$ cat config.mk
export PLATFORM = sky130hd
export DESIGN_NAME = axi4_burst_master
export DESIGN_NICKNAME = d
export VERILOG_FILES = /design/src/rtl/axi4_burst_master.sv
export SDC_FILE = /design/constraint.sdc
export NUM_CORES = 1
export LEC_CHECK = 0
export CAP_MARGIN = 10
export CORE_ASPECT_RATIO = 1.2
export CORE_UTILIZATION = 39
export DETAILED_ROUTE_END_ITERATION = 10
export PLACE_DENSITY = 0.91
export SLEW_MARGIN = 20
export SYNTH_ARGS = -nofsm -noshare
export SYNTH_HDL_FRONTEND = slang
export SYNTH_SLANG_ARGS = --single-unit
$ cat constraint.sdc
create_clock -name ACLK -period 7.35 [get_ports ACLK]
set_input_delay 0.735 -clock ACLK [delete_from_list [all_inputs] [get_ports ACLK]]
set_output_delay 0.735 -clock ACLK [all_outputs]
set_load 0.005 [all_outputs]
$ cat src/rtl/axi4_burst_master.sv
// AXI4 INCR burst initiator: one command at a time, W/R beats streamed to/from the user side.
// AW/AR one cycle after command capture; done one cycle after last B/R beat; AXI_MASTER stall watchdog under AXI4_MASTER_TIMEOUT_EN.
module axi4_burst_master #(
    parameter int DATA_WIDTH     = 32,
    parameter int ADDR_WIDTH     = 16,
    parameter int TIMEOUT_CYCLES = 256
) (
    input  logic                  ACLK,
    input  logic                  ARESET,
    input  logic                  cmd_valid,
    output logic                  cmd_ready,
    input  logic                  cmd_write,
    input  logic [ADDR_WIDTH-1:0] cmd_addr,
    input  logic [7:0]            cmd_len,
    input  logic [2:0]            cmd_size,
    input  logic                  wr_valid,
    output logic                  wr_ready,
    input  logic [DATA_WIDTH-1:0] wr_data,
    output logic                  rd_valid,
    input  logic                  rd_ready,
    output logic [DATA_WIDTH-1:0] rd_data,
    output logic                  rd_last,
    output logic                  done,
    output logic [1:0]            done_resp,
    output logic                  done_err,
    output logic                  err_timeout,
    output logic [ADDR_WIDTH-1:0] AWADDR,
    output logic [7:0]            AWLEN,
    output logic [2:0]            AWSIZE,
    output logic [1:0]            AWBURST,
    output logic                  AWVALID,
    input  logic                  AWREADY,
    output logic [DATA_WIDTH-1:0] WDATA,
    output logic                  WLAST,
    output logic                  WVALID,
    input  logic                  WREADY,
    input  logic [1:0]            BRESP,
    input  logic                  BVALID,
    output logic                  BREADY,
    output logic [ADDR_WIDTH-1:0] ARADDR,
    output logic [7:0]            ARLEN,
    output logic [2:0]            ARSIZE,
    output logic [1:0]            ARBURST,
    output logic                  ARVALID,
    input  logic                  ARREADY,
    input  logic [DATA_WIDTH-1:0] RDATA,
    input  logic [1:0]            RRESP,
    input  logic                  RLAST,
    input  logic                  RVALID,
    output logic                  RREADY
);
    typedef enum logic [2:0] {S_IDLE, S_AW, S_W, S_B, S_AR, S_R, S_DONE} state_t;

    state_t                state_q, state_d;
    logic [ADDR_WIDTH-1:0] addr_q, addr_d;
    logic [7:0]            len_q, len_d, cnt_q, cnt_d;
    logic [2:0]            size_q, size_d;
    logic [1:0]            resp_q, resp_d;
    logic                  err_q, err_d;
    logic                  cmd_ready_q, cmd_ready_d;
    logic                  awvalid_q, awvalid_d;
    logic                  arvalid_q, arvalid_d;
    logic                  bready_q, bready_d;
    logic                  done_q, done_d;
    logic [15:0]           span;
    logic                  w_hs, r_hs, last_beat;

    assign w_hs      = (state_q == S_W) && wr_valid && WREADY;
    assign r_hs      = (state_q == S_R) && RVALID && rd_ready;
    assign last_beat = (cnt_q == len_q);
    // Offset of the final beat inside the 4KB page; anything past 0xFFF crosses it.
    assign span      = {4'd0, cmd_addr[11:0]} + ({8'd0, cmd_len} << cmd_size);

    always_comb begin
        state_d = state_q;
        addr_d  = addr_q;
        len_d   = len_q;
        size_d  = size_q;
        cnt_d   = cnt_q;
        resp_d  = resp_q;
        err_d   = err_q;
        unique case (state_q)
            S_IDLE: begin
                if (cmd_valid && cmd_ready_q) begin
                    addr_d = cmd_addr;
                    len_d  = cmd_len;
                    size_d = cmd_size;
                    cnt_d  = 8'd0;
                    resp_d = 2'b00;
                    err_d  = 1'b0;
                    if (span > 16'h0FFF) begin
                        state_d = S_DONE;
                        resp_d  = 2'b10;
                    end else begin
                        state_d = cmd_write ? S_AW : S_AR;
                    end
                end
            end
            S_AW: if (AWREADY) state_d = S_W;
            S_W: begin
                if (w_hs) begin
                    cnt_d = cnt_q + 8'd1;
                    if (last_beat) state_d = S_B;
                end
            end
            S_B: begin
                if (BVALID) begin
                    if (BRESP > resp_q) resp_d = BRESP;
                    state_d = S_DONE;
                end
            end
            S_AR: if (ARREADY) state_d = S_R;
            S_R: begin
                if (r_hs) begin
                    cnt_d = cnt_q + 8'd1;
                    if (RRESP > resp_q) resp_d = RRESP;
                    if (RLAST != last_beat) err_d = 1'b1;
                    if (RLAST || last_beat) state_d = S_DONE;
                end
            end
            S_DONE:  state_d = S_IDLE;
            default: state_d = S_IDLE;
        endcase
        cmd_ready_d = (state_d == S_IDLE);
        awvalid_d   = (state_d == S_AW);
        arvalid_d   = (state_d == S_AR);
        bready_d    = (state_d == S_B);
        done_d      = (state_d == S_DONE);
    end

    always_ff @(posedge ACLK) begin
        if (ARESET) begin
            state_q     <= S_IDLE;
            addr_q      <= '0;
            len_q       <= 8'd0;
            size_q      <= 3'd0;
            cnt_q       <= 8'd0;
            resp_q      <= 2'b00;
            err_q       <= 1'b0;
            cmd_ready_q <= 1'b0;
            awvalid_q   <= 1'b0;
            arvalid_q   <= 1'b0;
            bready_q    <= 1'b0;
            done_q      <= 1'b0;
        end else begin
            state_q     <= state_d;
            addr_q      <= addr_d;
            len_q       <= len_d;
            size_q      <= size_d;
            cnt_q       <= cnt_d;
            resp_q      <= resp_d;
            err_q       <= err_d;
            cmd_ready_q <= cmd_ready_d;
            awvalid_q   <= awvalid_d;
            arvalid_q   <= arvalid_d;
            bready_q    <= bready_d;
            done_q      <= done_d;
        end
    end

    if (TIMEOUT_CYCLES < 1 || TIMEOUT_CYCLES > 65535) begin : g_bad_timeout
        $error("TIMEOUT_CYCLES must fit the 16-bit stall counter");
    end

`ifdef AXI4_MASTER_TIMEOUT_EN
    logic [15:0] stall_q, stall_d;
    logic        tmo_q, tmo_d;
    logic        chan_hs, chan_wait;

    always_comb begin
        chan_wait = 1'b1;
        chan_hs   = 1'b0;
        unique case (state_q)
            S_AW:    chan_hs = AWREADY;
            S_W:     chan_hs = w_hs;
            S_B:     chan_hs = BVALID;
            S_AR:    chan_hs = ARREADY;
            S_R:     chan_hs = r_hs;
            default: chan_wait = 1'b0;
        endcase
        if (!chan_wait || chan_hs)  stall_d = 16'd0;
        else if (stall_q == 16'hFFFF) stall_d = stall_q;
        else                         stall_d = stall_q + 16'd1;
        tmo_d = tmo_q || (stall_d >= 16'(TIMEOUT_CYCLES));
    end

    always_ff @(posedge ACLK) begin
        if (ARESET) begin
            stall_q <= 16'd0;
            tmo_q   <= 1'b0;
        end else begin
            stall_q <= stall_d;
            tmo_q   <= tmo_d;
        end
    end

    assign err_timeout = tmo_q;
`else
    assign err_timeout = 1'b0;
`endif

    assign cmd_ready = cmd_ready_q;
    assign AWADDR    = addr_q;
    assign AWLEN     = len_q;
    assign AWSIZE    = size_q;
    assign AWBURST   = 2'b01;
    assign AWVALID   = awvalid_q;
    assign WDATA     = wr_data;
    assign WLAST     = (state_q == S_W) && last_beat;
    assign WVALID    = (state_q == S_W) && wr_valid;
    assign wr_ready  = (state_q == S_W) && WREADY;
    assign BREADY    = bready_q;
    assign ARADDR    = addr_q;
    assign ARLEN     = len_q;
    assign ARSIZE    = size_q;
    assign ARBURST   = 2'b01;
    assign ARVALID   = arvalid_q;
    assign RREADY    = (state_q == S_R) && rd_ready;
    assign rd_valid  = (state_q == S_R) && RVALID;
    assign rd_data   = RDATA;
    assign rd_last   = RLAST;
    assign done      = done_q;
    assign done_resp = resp_q;
    assign done_err  = err_q;
endmodule

After elaboration in Yosys (flattened, before gate mapping)
Cells that the tools add are included.
W data, S select, Z words.
{"block": "word_totals", "ff_bits": 46, "wordCells": 80, "out_inout_bits": 137, "input_bits": 107}
{"block": "classes", "shift": 1, "n_mux": 26, "eq_ne": 18, "order_cmp": 3, "n_reduce_logical": 18, "addsub": 2}
{"op": "$mux W3", "count": 10}
{"op": "$mux W8", "count": 3}
{"op": "$pmux W8 S3", "count": 1}
{"op": "$pmux W3 S6", "count": 1}
{"op": "$add A12 B16 Y16", "count": 1}
{"op": "$gt A16 B12 Y1 const B", "count": 1}
{"op": "$shl A8 B3 Y16", "count": 1}
{"op": "$eq A3 B3 Y1 const B", "count": 4}
{"op": "$mux W2", "count": 6}
{"op": "$ne A2 B2 Y1 const B", "count": 5}
{"op": "$eq A3 B2 Y1 const B", "count": 3}
{"op": "$add A8 B1 Y8 const B", "count": 1}
{"op": "$eq A8 B8 Y1", "count": 1}
{"op": "$logic_and A1 B1 Y1", "count": 8}
{"op": "$reduce_and A4 Y1", "count": 2}
{"op": "$eq A3 B1 Y1 const B", "count": 2}
{"op": "$logic_not A3 Y1", "count": 2}
{"op": "$pmux W2 S3", "count": 1}
{"op": "$reduce_and A6 Y1", "count": 1}
{"op": "$reduce_bool A3 Y1", "count": 2}
{"op": "$gt A2 B2 Y1", "count": 2}
{"op": "$ne A2 B1 Y1 const B", "count": 2}
{"op": "$mux W1", "count": 3}
{"op": "$pmux W1 S2", "count": 1}
{"op": "other kinds (4)", "count": 4}

Logic depth before layout (Yosys ltp)
{"block": "depth", "depth_word": 7, "depth_mapped": 14, "mapped_depth_nobuf": 12}

Worst setup path before layout
OpenSTA, ideal clock, no wires.
{"block": "synth_path", "path_type": "input port to flip-flop", "start": "input port cmd_size[0]", "end": "register bready_q (netlist: BREADY)", "arrival_time_ns": 3.573, "setup_slack_ns": 3.674, "t_required_ns": 7.247, "setup_time_ns": 0.103, "path_buffers": 2, "path_stages": 12, "cell_sequence": "clkbuf_1 > clkbuf_1 > mux2_2 > o22ai_1 > ha_1 > a21o_1 > a21oi_1 > nand4b_1 > o21ai_0 > mux2_4 > o41a_1 > a2111oi_2"}
{"block": "synth_via", "elab_chain_cells": 7}
{"element": "from (decl)", "line": "15", "source": "input logic [2:0] cmd_size,"}
{"element": "$shl A8 B3 Y16", "line": "72", "source": "assign span = {4'd0, cmd_addr[11:0]} + ({8'd0, cmd_len} << cmd_size);"}
{"element": "$add A12 B16 Y16", "line": "72"}
{"element": "$gt A16 B12 Y1", "line": "91", "source": "if (span > 16'h0FFF) begin"}
{"element": "$mux W3", "line": "91"}
{"element": "$mux W3", "line": "84", "source": "if (cmd_valid && cmd_ready_q) begin"}
{"element": "$pmux W3 S6", "line": "82", "source": "unique case (state_q)"}
{"element": "$eq A3 B2 Y1", "line": "127", "source": "bready_d = (state_d == S_B);"}
{"element": "to (signal assigned)", "line": "156", "source": "bready_q <= bready_d;"}
{"element": "to (decl)", "line": "63", "source": "logic bready_q, bready_d;"}
Every way passes these cells.
A chain may end at the register's enable or synchronous reset.

Worst setup path in the final report
{"block": "layout_path", "start": "input port cmd_size[1]", "end": "register bready_q (netlist: BREADY)"}
The elaborated chain is that of the path after synthesis.

==> impl_results.md <==
* HP Class: flop to flop
* DRT iter0 DRCs at 133
* CTS tree: built
* Setup Viol. Count Final at 0
* Post-DP HPWL at 7750 um
* Post-synthesis sequential area ratio at between 20% and 30%
* Vias in the first global route at roughly 2800
* H-tree depth at 2
* Post-synthesis instance total at 462
* Status: finished, final reports clean
* CTS Buffer Depth at 2
* Post-synthesis xor/xnor area fraction at 3.22%
* Pleak at roughly 1.6 nW
* Main combinational cell family by area after synthesis: buffers and inverters
* Reg power frac at between 30% and 40%
* First-pass GRT wire length at 14400 um
* Tcrit/Tclk final at 55.4%
* Slew headroom at between 40% and 50%
* Logic gate share of total power at 38.9%
* DRT Pass-1 Iters at 4
* Placer Congestion at about 0.89
* Total wire length at 9850 um
* Met2 wire len at 5120 um
* Final clock skew at between 0.007 and 0.008 ns
* Dominant cell by count in the synthesized netlist: buf_4
* Final hold vios at 0
* IR drop worst, VDD at 0.0000845 V
* Post-synth EDFFs at 0
* Initial antenna violation count at 0
* Setup crit start kind: input pin
* WP data required at 7.54 ns
* Fillers at 906
* #FFs+latches synth at 46
* Largest net degree at the start of global routing at between 40 and 50
* Post-CTS sizing at 0
* Cell Int Power at 0.505 mW
* Fin. max-slew vios at 0
* Hold Path Depth at 2
* Endpoint, Worst Hold: ARADDR[6]
* Met1 Wirelength at 3590 um
* Worst skew pair latency at 0.29 ns
* Maximum clock rate at 0.246 GHz
* Ys async rst share at 0%
* Die Y at 106 um
* # DRC at 0
* Synth area leader: dfxtp_1
* Reg2Reg Depth at 10
* Synth area leaders: dfxtp_1, buf_4, nand2_1
* Metal3 WL at 993 um
* Fin crit period at 4.07 ns
* CTS Sinks at 46
* Crit Reg-Reg Endpoint: AWVALID
* Utilization after layout at 47.0%
* Global Route Usage Sum at 20.0%
* Cell area power density at 187 nW/um2
* Hold bufs inserted after CTS at 0
* Maxcap violations at 0
* Top Layer Used: met4
* CTS clk-pin slew, worst paths at 0.09 ns
* Reg2reg setup slack at 4.87 ns
* Hold_sp: ARADDR[6]
* Slew @ Worst Pin at 0.829 ns
* Most used DFF post-synth: dfxtp_1
* Commonest cells in the netlist: buf_4, nand2_1, dfxtp_1
* CP Max Fanout at 15
* Mapped Area at 3540 um2
* Die ar. at ~9500 um2
* Synth Area in Compound Gates at 16.0%
* CTS Root Cell: clkbuf_8
* CP endpoint kind: flop
* Setup bufs post-CTS at 0
* Post-synthesis mux area share at 4.70%
* # IOs at between 200 and 250
* Sw frac at about a third
* Layout cell share with drive strength beyond 1 at 4.71%
* Vias per cell at between 5 and 6
* Synth Area per Inst at 7.66 um2
* Area grow syn2layout at 15.6%
* Fin nets at between 500 and 600
* Core box area at 8700 um2
* Synth unique cells at 55
* TritonCTS buffer count at 5
* Crit path kind: input pin to flop
* Adder-Cell Fraction of Synth Area at under 10%
* Sum of negative setup slack at 0 ns
* Port bufs at between 100 and 150
* Post-route ant nets at 0
* Worst Path Arrival at about 4.3 ns
* Top-area cell type share of the netlist area at 26.0%
* GRT overflow at 0
* Post-synthesis simple-gate area fraction at a little under a fifth
* P_sw at roughly 0.26 mW
* Routed vias at 3079
* Routed WL per cell at 16.9 um
* Rows at 37
* Antenna cells at 0
* Clock power share at 21.2%
* Die X at 89.0 um
* YS warnings at 0
* RSZ-0062 raised after global routing: false
* Worst r2r src: cnt_q[2]
* Initial Utilization at around two fifths
placed cells by master, fill, tap and decap left out, drive strengths merged, types with 2 or more instances in the layout:
cell type | synthesis | final
a211oi | 4 | 4
a22o | 2 | 2
conb | 2 | 5
nor2b | 3 | 3
nor2 | 20 | 20
or3 | 2 | 2
mux2 | 7 | 7
nand4 | 2 | 2
xor2 | 13 | 13
mux2i | 8 | 8
nand2 | 83 | 83
inv | 13 | 13
clkbuf | 19 | 7
nor4 | 3 | 3
and3 | 6 | 6
clkdlybuf4s50 | 0 | 109
nor3 | 10 | 10
ha | 18 | 18
a21boi | 2 | 2
buf | 99 | 3
o21ai | 10 | 10
o211ai | 2 | 2
nand3 | 4 | 4
o2111ai | 2 | 2
a21oi | 43 | 43
o22ai | 6 | 6
nand2b | 5 | 5
nand3b | 2 | 2
a21o | 3 | 3
dfxtp | 46 | 46
a31oi | 3 | 3
cell families after synthesis:
logic type                 count (synthesis)
xor gates and xnor gates                  13
adders and majority gates                 19
DFF                                       46
AOI/OAI and AO/OA                         90
muxes                                     15
other                                      2
and+or+nand+nor                          146
buffers and inverters                    131
final cells by class:
type / count / area (um2) / area share [%]
clock inverters: 1 / 5.00 / 0.122
clock buffers: 7 / 86.3 / 2.11
multi-input cells: 288 / 1770 / 43.4
inverters: 13 / 48.8 / 1.19
repair buffers: 112 / 1110 / 27.1
well taps: 117 / 146 / 3.58
flip-flops and latches: 46 / 921 / 22.5
sequential cells by signal (all words and copies together) (netlist names):
signal,flops
BREADY,1
state_q,3
cmd_ready,1
ARSIZE,3
AWVALID,1
done_resp,2
ARLEN,8
ARVALID,1
done_err,1
ARADDR,16
cnt_q,8
done,1
stage by stage:
| stage | hold slack [ns] | cell area, um2 | power [mW] | std cells | worst slack [ns] |
|---|---|---|---|---|---|
| 4_1_cts | 0.477 | 4090 | 0.768 | 584 | 3.32 |
| 3_5_place_dp | 0.464 | 4000 | 0.606 | 576 | 3.01 |
| 2_1_floorplan | 0.466 | 3550 | 0.507 | 465 | 3.67 |
| 5_1_grt | 0.491 | 4090 | 0.810 | 584 | 3.11 |
| 6_report | 0.474 | 4090 | 0.763 | 584 | 3.28 |
| 3_3_place_gp | 0.458 | 4000 | 0.595 | 576 | 3.12 |
worst max-delay path, cell delays in order:
cell and delay (ns):
clkdlybuf4s50_1 0.86, mux2i_1 0.19, mux2_2 0.31, o22ai_1 0.16, ha_1 0.28, a21o_1 0.16
a21oi_1 0.20, nand4b_1 0.11, o21ai_0 0.27, mux2_4 0.38, o41a_1 0.37, a2111oi_2 0.22
worst max path at each step:
stage | end | slack (ns) | start
finish | BREADY | 3.28 | cmd_size[1]
global route | BREADY | 3.11 | cmd_size[1]
CTS | BREADY | 3.32 | cmd_size[1]
detailed placement | BREADY | 3.01 | cmd_size[1]
global placement | BREADY | 3.12 | cmd_size[1]
floorplan | BREADY | 3.67 | cmd_size[0]
power groups by stage:
stage	logic, mW	clock network, mW	registers (mW)
6_report	0.297	0.162	0.305
2_1_floorplan	0.207	0	0.300
3_3_place_gp	0.288	0	0.308
3_5_place_dp	0.296	0	0.310
5_1_grt	0.325	0.178	0.308
4_1_cts	0.298	0.166	0.304
routing by layer:
| layer | vias to the layer above | track usage, % |
|---|---|---|
| met4 | 0 | 5.90 |
| li1 | 1476 | - |
| met2 | 154 | 36.9 |
| met5 | - | 0 |
| met1 | 1431 | 20.3 |
| met3 | 18 | 7.84 |
(Power assumes the default switching activity.)
==> RTL edit 1: new RTL, config.mk and constraints unchanged <==
`ADDR_WIDTH`: 16 -> 17.
--- a/src/rtl/axi4_burst_master.sv
+++ b/src/rtl/axi4_burst_master.sv
@@ -3,5 +3,5 @@
 module axi4_burst_master #(
     parameter int DATA_WIDTH     = 32,
-    parameter int ADDR_WIDTH     = 16,
+    parameter int ADDR_WIDTH     = 17,
     parameter int TIMEOUT_CYCLES = 256
 ) (
Ports: changed (resized ARADDR, AWADDR and cmd_addr); port bits go from 244 to 247. The function was not compared with the original's and may differ.
==> RTL edit 1 against the unedited design <==
  * Count of clock-buffer cells in the layout fell by 1
  * Non-clock buffer count increased by 3
  * Combinational power is 4% higher
  * Worst setup slack got worse by 200 ps
  * Routed wire length up 4.9%
  * Final area is 1.9% higher
  * Synthesized cell count grew 1.7%
  * Maximum frequency shrank 4.6%
  * Sequential cell count grew 1
  * Clock skew up 13 ps
  * Power increased by 4.0%
  * Synthesized area grew 1.1%
  * Critical endpoint is now done$_SDFF_PP0_
  * Highest routed layer unchanged
==> RTL edit 1: results (changes against the unedited design) <==
- Metal-1 WL: 3620 um (+0.75%)
- Hold Path Class: flip-flop to flip-flop
- Worst-Skew Late Latency: 310 ps (+20 ps)
- CTS Buf Count: 5 (unchanged)
- Gpl congestion: 0.835 (-6.3%)
- All-layer global routing usage: 21.3% (+1.3 points)
- Placed cell area: 4070 sq um (+1.8%)
- Number of flip-flops in the largest register: 17 (+1)
- Slew HR: 43.1% (-1.6 points)
- Max FO, Critical Path: 16 (+1)
- Beginning of the critical path: cmd_size[1]
- Crit path capture: done$_SDFF_PP0_
- Pleak: 0.00165 uW (+3.4%)
- Distinct cells, synth: 48 (-13%)
- Clock Root Buffer: clkbuf_8
- Htree depth: 2 (unchanged)
- Status: finished, final reports clean
- Family with the most delay on the worst path: simple AND/OR/NAND/NOR gates
- CP max stage cell: clkdlybuf4s50_1
- 1st-iter DRT viols: 122 (-8.3%)
- Peak VDD IR: 0.0000850 V (+0.65%)
- DR pass1 iterations: 4 (unchanged)
- WL met3: 1140 um (+15%)
- Critical Path AT: 4460 ps (+200 ps)
- Max layer used: met4
- Switching power: 275 uW (+6.4%)
- Port Buf Inserts: 113 (+2.7%)
- Vias in the first global route: 2966 (+6.8%)
- CTS Buffer Depth: 2 (unchanged)
- Commonest cells in the netlist: buf_4, nand2_1, dfxtp_1
- Met2 Wirelength: 5420 um (+6.0%)
- Synth Area in Adders: 6.85% (-0.073 points)
- Reg clk slew, reported paths: 80 ps
- Largest net degree at the start of global routing: 46 (+7.0%)
- Seq/Total Area, Yosys: 26.3% (+0.29 points)
- FF-to-FF Start: cnt_q[3]$_SDFFE_PP0P_
- Post-synth ARST share: 0% (unchanged)
- Post-synthesis mux area share: 3.50% (-1.2 points)
- CP peak stage delay: 880 ps (+20 ps)
- XOR/XNOR Fraction of Synth Area: 2.94% (-0.28 points)
- RR Endpoint: BREADY$_SDFF_PP0_
- Compound-gate portion of the synthesized area: 16.7% (+0.71 points)
- Antenna cell count: 0 (unchanged)
- Cells on worst reg2reg path: 11 (+1)
- Share of cells above drive strength 1: 4.60% (-0.11 points)
- Most area-consuming cells after synthesis: dfxtp_1, buf_4, nand2_1
- Post-cts sizing count: 0 (unchanged)
- DPL Wire Length: 8080 um (+4.2%)
- Post-layout net count: 604 (+2.0%)
- Final Skew: 20.0 ps (+12.9 ps)
- Final WL: 10300 um (+4.9%)
- R2R Setup Slk: 4760 ps (-110 ps)
- Global-route wire length before repair: 15500 um (+7.2%)
- Initial antenna violation count: 0 (unchanged)
- Setup bufs post-CTS: 0 (unchanged)
- Ys Warns: 0 (unchanged)
- Via density: 5.40 (+2.4%)
-- RTL edit 1: cell types whose count changed in the layout (fill, tap and decap cells not counted), sizes merged, moves of 4 or more --
cell   unedited run  this run
a21o              3         8
a31oi             3         7
nand2            83        77
nor2b             3         7
-- RTL edit 1: stage by stage --
stage               worst slack [ps]  std cells  utilization, %
global placement                2900        587            46.5
floorplan                       3580        473               -
global route                    2880        595            47.7
finish                          3080        595            47.7
CTS                             3110        595            47.7
detailed placement              2800        587            46.5
-- RTL edit 1: power by group through the flow --
stage	logic (uW)	clock network (uW)	registers, uW
3_5_place_dp	308	0	319
5_1_grt	342	186	317
4_1_cts	310	176	313
2_1_floorplan	213	0	308
6_report	310	171	313
3_3_place_gp	301	0	316
-- RTL edit 1: kinds of logic (layout without fill, tap and decap cells) --
group	count (synthesis)	in the layout
xor+xnor	12	12
other cells	2	5
flops	47	47
simple gates	149	149
mux	12	12
buf+inv	131	136
fa+ha+maj	19	19
compound gates	98	98
-- RTL edit 1: worst min-delay path by stage --
| stage | start | endpoint | slack [ps] | cells past startpoint |
|---|---|---|---|---|
| 3_5_place_dp | ARSIZE[0]$_SDFFE_PP0P_ | ARSIZE[0]$_SDFFE_PP0P_ | 470 | 2 |
| 6_report | ARADDR[16]$_SDFFE_PP0P_ | ARADDR[16]$_SDFFE_PP0P_ | 480 | 2 |
| 3_3_place_gp | ARADDR[16]$_SDFFE_PP0P_ | ARADDR[16]$_SDFFE_PP0P_ | 460 | 2 |
| 5_1_grt | ARADDR[16]$_SDFFE_PP0P_ | ARADDR[16]$_SDFFE_PP0P_ | 500 | 2 |
| 2_1_floorplan | cnt_q[6]$_SDFFE_PP0P_ | cnt_q[6]$_SDFFE_PP0P_ | 460 | 1 |
| 4_1_cts | ARADDR[16]$_SDFFE_PP0P_ | ARADDR[16]$_SDFFE_PP0P_ | 480 | 2 |
-- RTL edit 1: metal layers --
layer  GRT usage [%]  up-vias
li1                -     1521
met1            22.0     1487
met2            39.3      189
met3            8.08       16
met4            5.44        0
met5               0        -
-- RTL edit 1: worst min-delay path: stages (launching register included) --
cell and delay [ps]:
dfxtp_1 330, nand2_1 60, a21oi_1 50
-- RTL edit 1: final cells by class --
class | count | area (sq um)
timing repair buffer | 115 | 1140
inverter | 13 | 48.8
tap | 117 | 146
multi-input combinational | 295 | 1790
clock buffer | 6 | 82.6
sequential | 47 | 941
fill | 842 | 4580
clock inverter | 2 | 16.3
==> RTL edit 2: new RTL, config.mk and constraints unchanged <==
Without the edit above. The 7 states of `state_t` get a Gray code encoding in 3 bits.
--- a/src/rtl/axi4_burst_master.sv
+++ b/src/rtl/axi4_burst_master.sv
@@ -50,5 +50,5 @@
     output logic                  RREADY
 );
-    typedef enum logic [2:0] {S_IDLE, S_AW, S_W, S_B, S_AR, S_R, S_DONE} state_t;
+    typedef enum logic [2:0] {S_IDLE = 3'b000, S_AW = 3'b001, S_W = 3'b011, S_B = 3'b010, S_AR = 3'b110, S_R = 3'b111, S_DONE = 3'b101} state_t;
 
     state_t                state_q, state_d;
Function: no difference found for any inputs over 10 cycles, from zero or initial values and one cycle with ARESET high; not proved beyond that.
==> RTL edit 2 against the unedited design <==
  * Power fell by 8.4%
  * Sequential cell count is the same
  * Synthesized area is 0.49% higher
  * Routed wire length decreased by 13%
  * Sequential share of layout area shrank 0.12 points
  * Final area rose by 0.55%
  * Final cell count up 0.51%
  * Via count is 3.6% lower
  * Critical path depth decreased by 1
  * Worst setup slack better by 13 ps
==> RTL edit 2: results (changes against the unedited design) <==
- Post-layout net count: 595 (+0.51%)
- Gpl congestion: 0.906 (+1.7%)
- Filler cells: 851 (-6.1%)
- CTS Buffer Depth: 2 (unchanged)
- Switching power: 222 uW (-14%)
- Non-Clock Buffer Count: 113 (+0.89%)
- Via density: 5.06 (-4.1%)
- Final WL: 8580 um (-13%)
- Hold Crit Start: done_err$_SDFFE_PP0P_
- Pleak: 0.00160 uW (+0.40%)
- Post-Place Setup Slack: 3010 ps (+3.99 ps)
- WL met3: 485 um (-51%)
- Synth Area in Adders: 6.89% (-0.034 points)
- Max FO, Critical Path: 18 (+3)
- Clk tree area frac: 2.22% (-0.012 points)
- Post-cts sizing count: 0 (unchanged)
- Cells on worst reg2reg path: 9 (-1)
- Global-route wire length before repair: 13800 um (-4.4%)
- Share of cells above drive strength 1: 4.26% (-0.46 points)
- Met1 track demand over resource: 21.7% (+1.4 points)
- Fraction of area in multi-input gates: 43.4% (about the same)
- Logic pwr share: 35.8% (-3.1 points)
- Status: finished, final reports clean
- Peak VDD IR: 0.0000682 V (-19%)
- Reg clk slew, reported paths: 80 ps
- Beginning of the critical path: cmd_size[1]
- Fin Hold WS: 464 ps (-10.7 ps)
- Worst-Skew Late Latency: 290 ps (about the same)
- Worst-Margin Slew: 685 ps (-144 ps)
- FF-to-FF Start: ARLEN[1]$_SDFFE_PP0P_
- CTS Sinks: 46 (unchanged)
- XOR/XNOR Fraction of Synth Area: 3.45% (+0.23 points)
- R2R Setup Slk: 5100 ps (+230 ps)
- Met2 Use GR: 30.8% (-6.1 points)
- Hold worst-path end: done_err$_SDFFE_PP0P_
- Final Skew: 1.84 ps (-5.20 ps)
- 1st-iter DRT viols: 132 (-0.75%)
- Clock group power: 157 uW (-3%)
- Number of multi-input logic gates: 290 (+0.69%)
- Seq/Total Area, Yosys: 25.9% (-0.13 points)
- Met2 Wirelength: 4300 um (-16%)
- Crit path capture: state_q[0]$_SDFF_PP0_
- Vias in the first global route: 2879 (+3.7%)
- Compound-gate portion of the synthesized area: 14.1% (-1.9 points)
- Metal-1 WL: 3490 um (-3.0%)
- Port Buf Inserts: 110 (unchanged)
- Setup ws final: 3290 ps (+12.7 ps)
- Commonest cells in the netlist: buf_4, nand2_1, a21oi_1, dfxtp_1, ha_1
- CP peak stage delay: 910 ps (+50 ps)
- Setup bufs post-CTS: 0 (unchanged)
- Critical Path AT: 4240 ps (-20 ps)
- RR Endpoint: state_q[1]$_SDFF_PP0_
- Distinct cells, synth: 50 (-9.1%)
- Post-synthesis mux area share: 5.38% (+0.68 points)
- Met3 Resource Use GR: 4.23% (-3.6 points)
- All-layer global routing usage: 18.4% (-1.6 points)
- NonClk Buf Share: 27.3% (+0.16 points)
- Most area-consuming cells after synthesis: dfxtp_1, buf_4, nand2_1
- Post-synth ARST share: 0% (unchanged)
- DPL Wire Length: 6620 um (-15%)
RTL edit 2: cell types whose count changed in the layout (fill, tap and decap cells not counted), moves of 4 or more:
cell / unedited run / this run
o31a_1: 0 / 4
nor2_1: 20 / 11
mux2i_1: 8 / 12
nand4_1: 2 / 7
nand3_1: 4 / 8
RTL edit 2: cell families after synthesis:
| kind of cell | Yosys count |
|---|---|
| and+or+nand+nor | 152 |
| buffers and inverters | 130 |
| adders and majority gates | 19 |
| DFF | 46 |
| other | 2 |
| xor gates and xnor gates | 14 |
| muxes | 18 |
| AOI/OAI and AO/OA | 82 |
RTL edit 2: through the flow:
stage	util [%]	std cells	total power [uW]	instance area, sq um
global route	47.3	587	749	4120
floorplan	-	466	473	3570
finish	47.3	587	700	4120
detailed placement	46.2	579	550	4020
CTS	47.3	587	708	4120
global placement	46.2	579	542	4020
